### src/rtl/instr_sequencer_if.sv
`default_nettype none
// +--------------------------------------------------------------------------+
// | Module   : instr_sequencer_if                                            |
// | Purpose  : Bundles the program-load handshake and the instruction        |
// |            output channel of instr_sequencer.                            |
// | Signals  : load_valid/load_data/load_ready - word-by-word program load   |
// |            instr_out/instr_valid/pc_out    - registered issue channel    |
// | Modports : master - program source / CPU side                            |
// |            slave  - the sequencer                                        |
// | Revision : 1.0 - initial release                                         |
// +--------------------------------------------------------------------------+
interface instr_sequencer_if #(
  parameter int unsigned ADDR_W = 7
);
  logic              load_valid;
  logic [31:0]       load_data;
  logic              load_ready;
  logic [31:0]       instr_out;
  logic              instr_valid;
  logic [ADDR_W+1:0] pc_out;

  modport master (
    output load_valid, load_data,
    input  load_ready, instr_out, instr_valid, pc_out
  );

  modport slave (
    input  load_valid, load_data,
    output load_ready, instr_out, instr_valid, pc_out
  );
endinterface
`default_nettype wire

### src/rtl/instr_sequencer.sv
`default_nettype none
// +--------------------------------------------------------------------------+
// | Module   : instr_sequencer                                               |
// | Purpose  : Program sequencer for the single-cycle CPU. Buffers a program |
// |            loaded word-by-word, then issues one 32-bit instruction per   |
// |            clock with run / pause / single-step / clear control. Cycles  |
// |            that issue nothing present NOP_WORD with instr_valid low.     |
// | Ports    : clk, rst        - clock, synchronous active-high reset        |
// |            clear           - pulse: back to IDLE with an empty buffer    |
// |            start/halt/step - execution control pulses                    |
// |            bus (slave)     - load handshake + instruction channel        |
// |            count           - number of words loaded                      |
// |            busy / done     - state is RUN|PAUSED / state is DONE         |
// |            issue_cnt       - issued-word counter (optional feature)      |
// | Macro    : INSTR_SEQ_ISSUE_CNT_EN builds the issue counter; otherwise    |
// |            issue_cnt is tied to zero.                                    |
// | Revision : 1.0 - initial release                                         |
// +--------------------------------------------------------------------------+
module instr_sequencer #(
  parameter int unsigned DEPTH    = 128,
  parameter int unsigned ADDR_W   = 7,
  parameter logic [31:0] NOP_WORD = 32'h0000_0000
) (
  input  logic                clk,
  input  logic                rst,
  input  logic                clear,
  input  logic                start,
  input  logic                halt,
  input  logic                step,
  instr_sequencer_if.slave    bus,
  output logic [ADDR_W:0]     count,
  output logic                busy,
  output logic                done,
  output logic [31:0]         issue_cnt
);

  localparam logic [ADDR_W:0] DEPTH_C = (ADDR_W+1)'(DEPTH);
  localparam logic [ADDR_W:0] ONE_C   = (ADDR_W+1)'(1);

  typedef enum logic [1:0] {
    ST_IDLE   = 2'd0,
    ST_RUN    = 2'd1,
    ST_PAUSED = 2'd2,
    ST_DONE   = 2'd3
  } state_t;

  state_t          state_q;
  state_t          state_d;
  logic [ADDR_W:0] pc_q;       // one bit wider so pc==DEPTH is representable
  logic [ADDR_W:0] count_q;    // low ADDR_W bits double as the write pointer
  logic [31:0]     mem [DEPTH];

  logic            load_ready_w;
  logic            last_word;
  logic            issue;       // a word is registered onto instr_out this edge
  logic            load_en;
  logic            run_restart; // start accepted from IDLE or DONE: pc back to 0

  assign load_ready_w = (state_q == ST_IDLE) && (count_q < DEPTH_C);
  assign last_word    = (pc_q == (count_q - ONE_C));

  // ---------------------------------------------------------------------------
  // FSM state register
  // ---------------------------------------------------------------------------
  always_ff @(posedge clk) begin
    if (rst) begin
      state_q <= ST_IDLE;
    end else begin
      state_q <= state_d;
    end
  end

  // ---------------------------------------------------------------------------
  // Next-state and control decode. Strict priority clear > halt > start > step:
  // a higher-priority pulse masks lower ones even when it has no effect itself
  // in the current state.
  // ---------------------------------------------------------------------------
  always_comb begin
    state_d     = state_q;
    issue       = 1'b0;
    load_en     = 1'b0;
    run_restart = 1'b0;

    if (clear) begin
      state_d = ST_IDLE;
    end else begin
      case (state_q)
        ST_IDLE: begin
          load_en = bus.load_valid && load_ready_w;
          if (!halt && start && (count_q != '0)) begin
            state_d     = ST_RUN;
            run_restart = 1'b1;
          end
        end
        ST_RUN: begin
          if (halt) begin
            state_d = ST_PAUSED;
          end else begin
            issue = 1'b1;
            if (last_word) state_d = ST_DONE;
          end
        end
        ST_PAUSED: begin
          if (halt) begin
            state_d = ST_PAUSED;
          end else if (start) begin
            // Resume from the current pc; the first word appears one edge later.
            state_d = ST_RUN;
          end else if (step) begin
            issue = 1'b1;
            if (last_word) state_d = ST_DONE;
          end
        end
        ST_DONE: begin
          if (!halt && start) begin
            state_d     = ST_RUN;
            run_restart = 1'b1;
          end
        end
        default: state_d = ST_IDLE;
      endcase
    end
  end

  // ---------------------------------------------------------------------------
  // Instruction buffer write port (IDLE only, so never collides with reads).
  // Contents are intentionally not reset.
  // ---------------------------------------------------------------------------
  always_ff @(posedge clk) begin
    if (load_en) begin
      mem[count_q[ADDR_W-1:0]] <= bus.load_data;
    end
  end

  // ---------------------------------------------------------------------------
  // Datapath: pc, load count and the registered issue channel
  // ---------------------------------------------------------------------------
  always_ff @(posedge clk) begin
    if (rst) begin
      pc_q            <= '0;
      count_q         <= '0;
      bus.instr_out   <= NOP_WORD;
      bus.instr_valid <= 1'b0;
      bus.pc_out      <= '0;
    end else begin
      if (clear || run_restart) begin
        pc_q <= '0;
      end else if (issue) begin
        pc_q <= pc_q + ONE_C;
      end

      if (clear) begin
        count_q <= '0;
      end else if (load_en) begin
        count_q <= count_q + ONE_C;
      end

      // pc_out keeps its last value on non-issue cycles.
      if (issue) begin
        bus.instr_out   <= mem[pc_q[ADDR_W-1:0]];
        bus.instr_valid <= 1'b1;
        bus.pc_out      <= {pc_q[ADDR_W-1:0], 2'b00};
      end else begin
        bus.instr_out   <= NOP_WORD;
        bus.instr_valid <= 1'b0;
      end
    end
  end

  assign bus.load_ready = load_ready_w;
  assign count          = count_q;
  assign busy           = (state_q == ST_RUN) || (state_q == ST_PAUSED);
  assign done           = (state_q == ST_DONE);

  // ---------------------------------------------------------------------------
  // Optional issued-word counter. Counts issue edges, so it matches the number
  // of valid cycles presented so far; cleared on any fresh run but kept across
  // a pause/resume.
  // ---------------------------------------------------------------------------
`ifdef INSTR_SEQ_ISSUE_CNT_EN
  logic [31:0] issue_cnt_q;

  always_ff @(posedge clk) begin
    if (rst || clear || run_restart) begin
      issue_cnt_q <= '0;
    end else if (issue && (issue_cnt_q != 32'hFFFF_FFFF)) begin
      issue_cnt_q <= issue_cnt_q + 32'd1;
    end
  end

  assign issue_cnt = issue_cnt_q;
`else
  assign issue_cnt = 32'h0;
`endif

endmodule
`default_nettype wire

### src/flat_wrapper.sv
// flat-port wrapper written by rule: the top's interface ports become plain ports
module instr_sequencer_flat 
#(
  parameter int unsigned DEPTH    = 128,
  parameter int unsigned ADDR_W   = 7,
  parameter logic [31:0] NOP_WORD = 32'h0000_0000
)
  (clk, rst, clear, start, halt, step, count, busy, done, issue_cnt, bus_load_valid, bus_load_data, bus_load_ready, bus_instr_out, bus_instr_valid, bus_pc_out);
  instr_sequencer_if #(.ADDR_W(ADDR_W)) bus_i ();
  input  logic clk;
  input  logic rst;
  input  logic clear;
  input  logic start;
  input  logic halt;
  input  logic step;
  output logic [ADDR_W:0] count;
  output logic busy;
  output logic done;
  output logic [31:0] issue_cnt;
  input wire logic [$bits(bus_i.load_valid)-1:0] bus_load_valid;
  input wire logic [$bits(bus_i.load_data)-1:0] bus_load_data;
  output wire logic [$bits(bus_i.load_ready)-1:0] bus_load_ready;
  output wire logic [$bits(bus_i.instr_out)-1:0] bus_instr_out;
  output wire logic [$bits(bus_i.instr_valid)-1:0] bus_instr_valid;
  output wire logic [$bits(bus_i.pc_out)-1:0] bus_pc_out;
  assign bus_i.load_valid = bus_load_valid;
  assign bus_i.load_data = bus_load_data;
  assign bus_load_ready = bus_i.load_ready;
  assign bus_instr_out = bus_i.instr_out;
  assign bus_instr_valid = bus_i.instr_valid;
  assign bus_pc_out = bus_i.pc_out;
  instr_sequencer #(.DEPTH(DEPTH), .ADDR_W(ADDR_W), .NOP_WORD(NOP_WORD)) u_core (.clk(clk), .rst(rst), .clear(clear), .start(start), .halt(halt), .step(step), .bus(bus_i), .count(count), .busy(busy), .done(done), .issue_cnt(issue_cnt));
endmodule
### config.mk
export PLATFORM = sky130hd
export DESIGN_NAME = instr_sequencer_flat
export DESIGN_NICKNAME = d
export VERILOG_FILES = /design/src/rtl/instr_sequencer_if.sv /design/src/rtl/instr_sequencer.sv /design/src/flat_wrapper.sv
export SDC_FILE = /design/constraint.sdc
export NUM_CORES = 2
export LEC_CHECK = 0
export BUFFER_PORTS_ARGS = -buffer_cell sky130_fd_sc_hd__buf_2
export CAP_MARGIN = 20
export CORE_ASPECT_RATIO = 0.75
export CORE_MARGIN = 5
export CORE_UTILIZATION = 55
export CTS_CLUSTER_DIAMETER = 40
export DETAILED_ROUTE_END_ITERATION = 10
export GPL_TIMING_DRIVEN = 0
export PLACE_DENSITY = 0.71
export SLEW_MARGIN = 40
export SYNTH_ARGS = -nofsm -noshare
export SYNTH_HDL_FRONTEND = slang
export SYNTH_SLANG_ARGS = --single-unit
### constraint.sdc
create_clock -name clk -period 10 [get_ports clk]
set_input_delay 0.5 -clock clk [delete_from_list [all_inputs] [get_ports clk]]
set_output_delay 0.5 -clock clk [all_outputs]
set_load 0.005 [all_outputs]
==> results.md <==
* Clock skew at 0.0870 ns
* Total negative slack at 0 ns
* Fin crit share at 55.8%
* Max Cap Violations at 0
* Post-synthesis cell area at 0.158 mm²
* Crit-path slowest cell: o31ai_1
* Routed WL at 457,000 µm
* Congestion Overflow GR at 0
* WP data arrival at 6.16 ns
* Leakage at 0.0575 µW
* CTS tree: built
* HPWL after DPL at 311,000 µm
* Max Freq at 179 MHz
* Max Slew Vio Count at 0
* Clock slew at reported path FFs at 0.06 ns
* WP depth at 9
* Crit-path max cell delay at 0.88 ns
* Tmin final at 5.58 ns
* Initial detailed-routing violation count at 15.4k
* Clock tree buffer depth at 4
* Post-synth ARST share at 0%
* CP Launch Type: register
* Class of the worst hold path: in -> reg
* Port bufs at 89
* Final ANT Viol Nets at 0
* Layout Area Growth over Synthesis at 18.4%
* Outcome: finished, violations left
* Vias at 84.1k
* Net count, final at 8,095
* Slew Limit Headroom at 29.6%
* Distinct cells, synth at 58
* First-pass iteration count of the detailed router at 9
* Vias in the first global route at 81.3k
* Hold Vio Cnt, Final at 0
* H-tree levels at 5
* CTS Root Cell: clkbuf_16
* VDD IR max at 0.222 mV
* Die ar. at 0.298 mm²
* # fillers at 17.7k
* CTS Sinks at 4,154
* Core Box Area at 0.286 mm²
* Global-route wire length before repair at 637,000 µm
* Clk_lat worst skew at 0.95 ns
* Worst hold path startpoint: bus_load_data[22]
* Post-CTS Setup Repair Bufs at 0
* CP required at 10.58 ns
* Num CTS Buffers at 444
* GR Util All Layers at 30.6%
* Tightest Pin Transition at 1.05 ns
* Setup violators final at 0
* DRC viols at 1
* Failing checks: design-rule violations
* Synth Warn # at 0
* Mapped Cells at 7,150
* Min Hold Slack at 0.0224 ns
* Mapped Avg Cell Area at 22.1 µm²
* Die width at 628 µm
* Share of layout cells above drive strength 1 at 31.1%
* GP Congestion at 0.972
* Worst Setup End Kind: register
* WL/cell at 37.4 µm
* Top delay family on crit path: buffers and inverters
* Reg2Reg Depth at 9
* Vias per cell at 6.88
* Register bit total from synthesis at 4,154
* WS Path Type: reg -> reg
* Synth Flop Type: edfxtp_1
* Critical path cell sequence: buf_2 -> buf_2 -> buf_2 -> clkbuf_1 -> mux4_2 -> a22oi_1 -> nand3_1 -> o31ai_1 -> nand4_1
* IO Pins at 124
* Cell area power density at 195 mW/mm²
* Cell mode on critical path: buf_2
* Largest net degree at the start of global routing at 97
* RR Startpoint: u_core.pc_q[1]$_SDFFE_PP0P_
* Seq/Total Area, Yosys at 78.7%
* Die Span Y at 474 µm
* Crit path max fanout at 10
* Row count at 170
* Post-synth EDFFs at 4,096
* Buf/Inv on CP at 4
* Initial antenna violation count at 51
* Worst Setup SP: u_core.pc_q[1]$_SDFFE_PP0P_
* Hold path cells at 1
* Initial Util at 55.2%
* RSZ-0062 raised after global routing: false
[per-layer routing]
layer	routed length, µm	GRT usage, %	up-vias
met2	194000	42.3	7040
met3	72000	11.2	1030
met5	310	0	-
li1	-	-	32293
met1	167000	44.1	43734
met4	24100	13.3	46
[cell families (layout without fill, tap and decap cells)]
kind of cell,Yosys count,after routing,share of synthesized area [%]
adder cells (fa/ha/maj),8,8,0.0635
flip-flops,4154,4154,78.7
AO/OA/AOI/OAI,770,770,3.56
multiplexers,1156,1156,14.5
AND/OR/NAND/NOR,574,574,1.67
other,1,54,0.00238
buffers and inverters,468,1703,1.33
XOR/XNOR,19,19,0.106
[flip-flops by register name, indices dropped and copies added, names as in the netlist]
| register | count |
|---|---|
| u_core.bus.instr_out | 32 |
| u_core.pc_q | 8 |
| u_core.count | 8 |
| u_core.mem | 4096 |
| u_core.bus.pc_out | 7 |
| u_core.bus.instr_valid | 1 |
| u_core.state_q | 2 |
[Yosys cell counts, types with 94 or more instances]
master / n / area [µm²]
edfxtp_1: 4096 / 123000
mux4_2: 896 / 20200
a22oi_1: 415 / 3120
clkbuf_1: 242 / 908
nor2_1: 163 / 612
nand2_1: 137 / 514
mux2i_1: 132 / 1320
buf_2: 129 / 646
mux2_2: 128 / 1440
a211oi_1: 105 / 788
nand3_1: 102 / 510
nor3_1: 94 / 470
[final cells by class]
| class | count | area, µm² | share of cell area [%] |
|---|---|---|---|
| timing repair buffer | 419 | 7520 | 4.03 |
| tap | 3784 | 4730 | 2.54 |
| clock inverter | 313 | 3510 | 1.88 |
| inverter | 9 | 33.8 | 0.0181 |
| multi-input combinational | 2561 | 33100 | 17.7 |
| sequential | 4154 | 124000 | 66.5 |
| buffer | 459 | 2150 | 1.15 |
| clock buffer | 503 | 11400 | 6.13 |
| antenna | 20 | 50.0 | 0.0268 |
[worst reg2reg max path: stages, from the launching register on]
cell	delay, ns
dfxtp_1	0.48
buf_2	0.21
buf_2	0.50
buf_2	0.75
clkbuf_1	0.58
mux4_2	0.43
a22oi_1	0.27
nand3_1	0.32
o31ai_1	0.88
nand4_1	0.76
[where the power goes]
part	switching (µW)	internal, µW	total (µW)
clock network	7000	9750	16700
registers	2.47	19100	19100
logic	365	85.1	450
total	7360	29000	36300
[final timing paths]
check	slack, ns	endpoint
worst max-delay path	4.42	u_core.bus.instr_out[6]$_SDFF_PP0_
worst min-delay path	0.02	u_core.mem[20][22]$_DFFE_PP_
worst max register to register	4.42	u_core.bus.instr_out[6]$_SDFF_PP0_
worst min register to register	0.47	u_core.bus.pc_out[5]$_SDFFE_PP0P_
[placed cells by master, fill, tap and decap left out, types with 65 or more instances in the layout]
cell type	n
edfxtp_1	4096
mux4_2	896
clkbuf_16	448
a22oi_1	415
clkbuf_1	246
buf_2	205
buf_16	161
buf_8	158
mux2i_1	132
nand2_1	128
nor2_4	128
mux2_2	128
nand3_1	97
nor3_1	74
a22o_1	65
[metrics by stage]
stage	instance area (µm²)	power [µW]	utilization (%)	worst slack (ns)	cells
2_1_floorplan	158000	19500	-	6.42	7183
3_3_place_gp	163000	19900	57.0	3.56	11056
3_5_place_dp	171000	19900	59.9	4.68	11358
4_1_cts	187000	36400	65.3	4.68	12202
5_1_grt	187000	37200	65.3	4.52	12207
6_report	187000	36300	65.3	4.42	12222
[timing repair]
| action | 4_1_cts | 5_1_grt |
|---|---|---|
| gates resized for setup | 0 | 0 |
| hold buffers | 28 | 0 |
| endpoints found under the hold margin | 685 | 0 |
(Power assumes the default switching activity.)
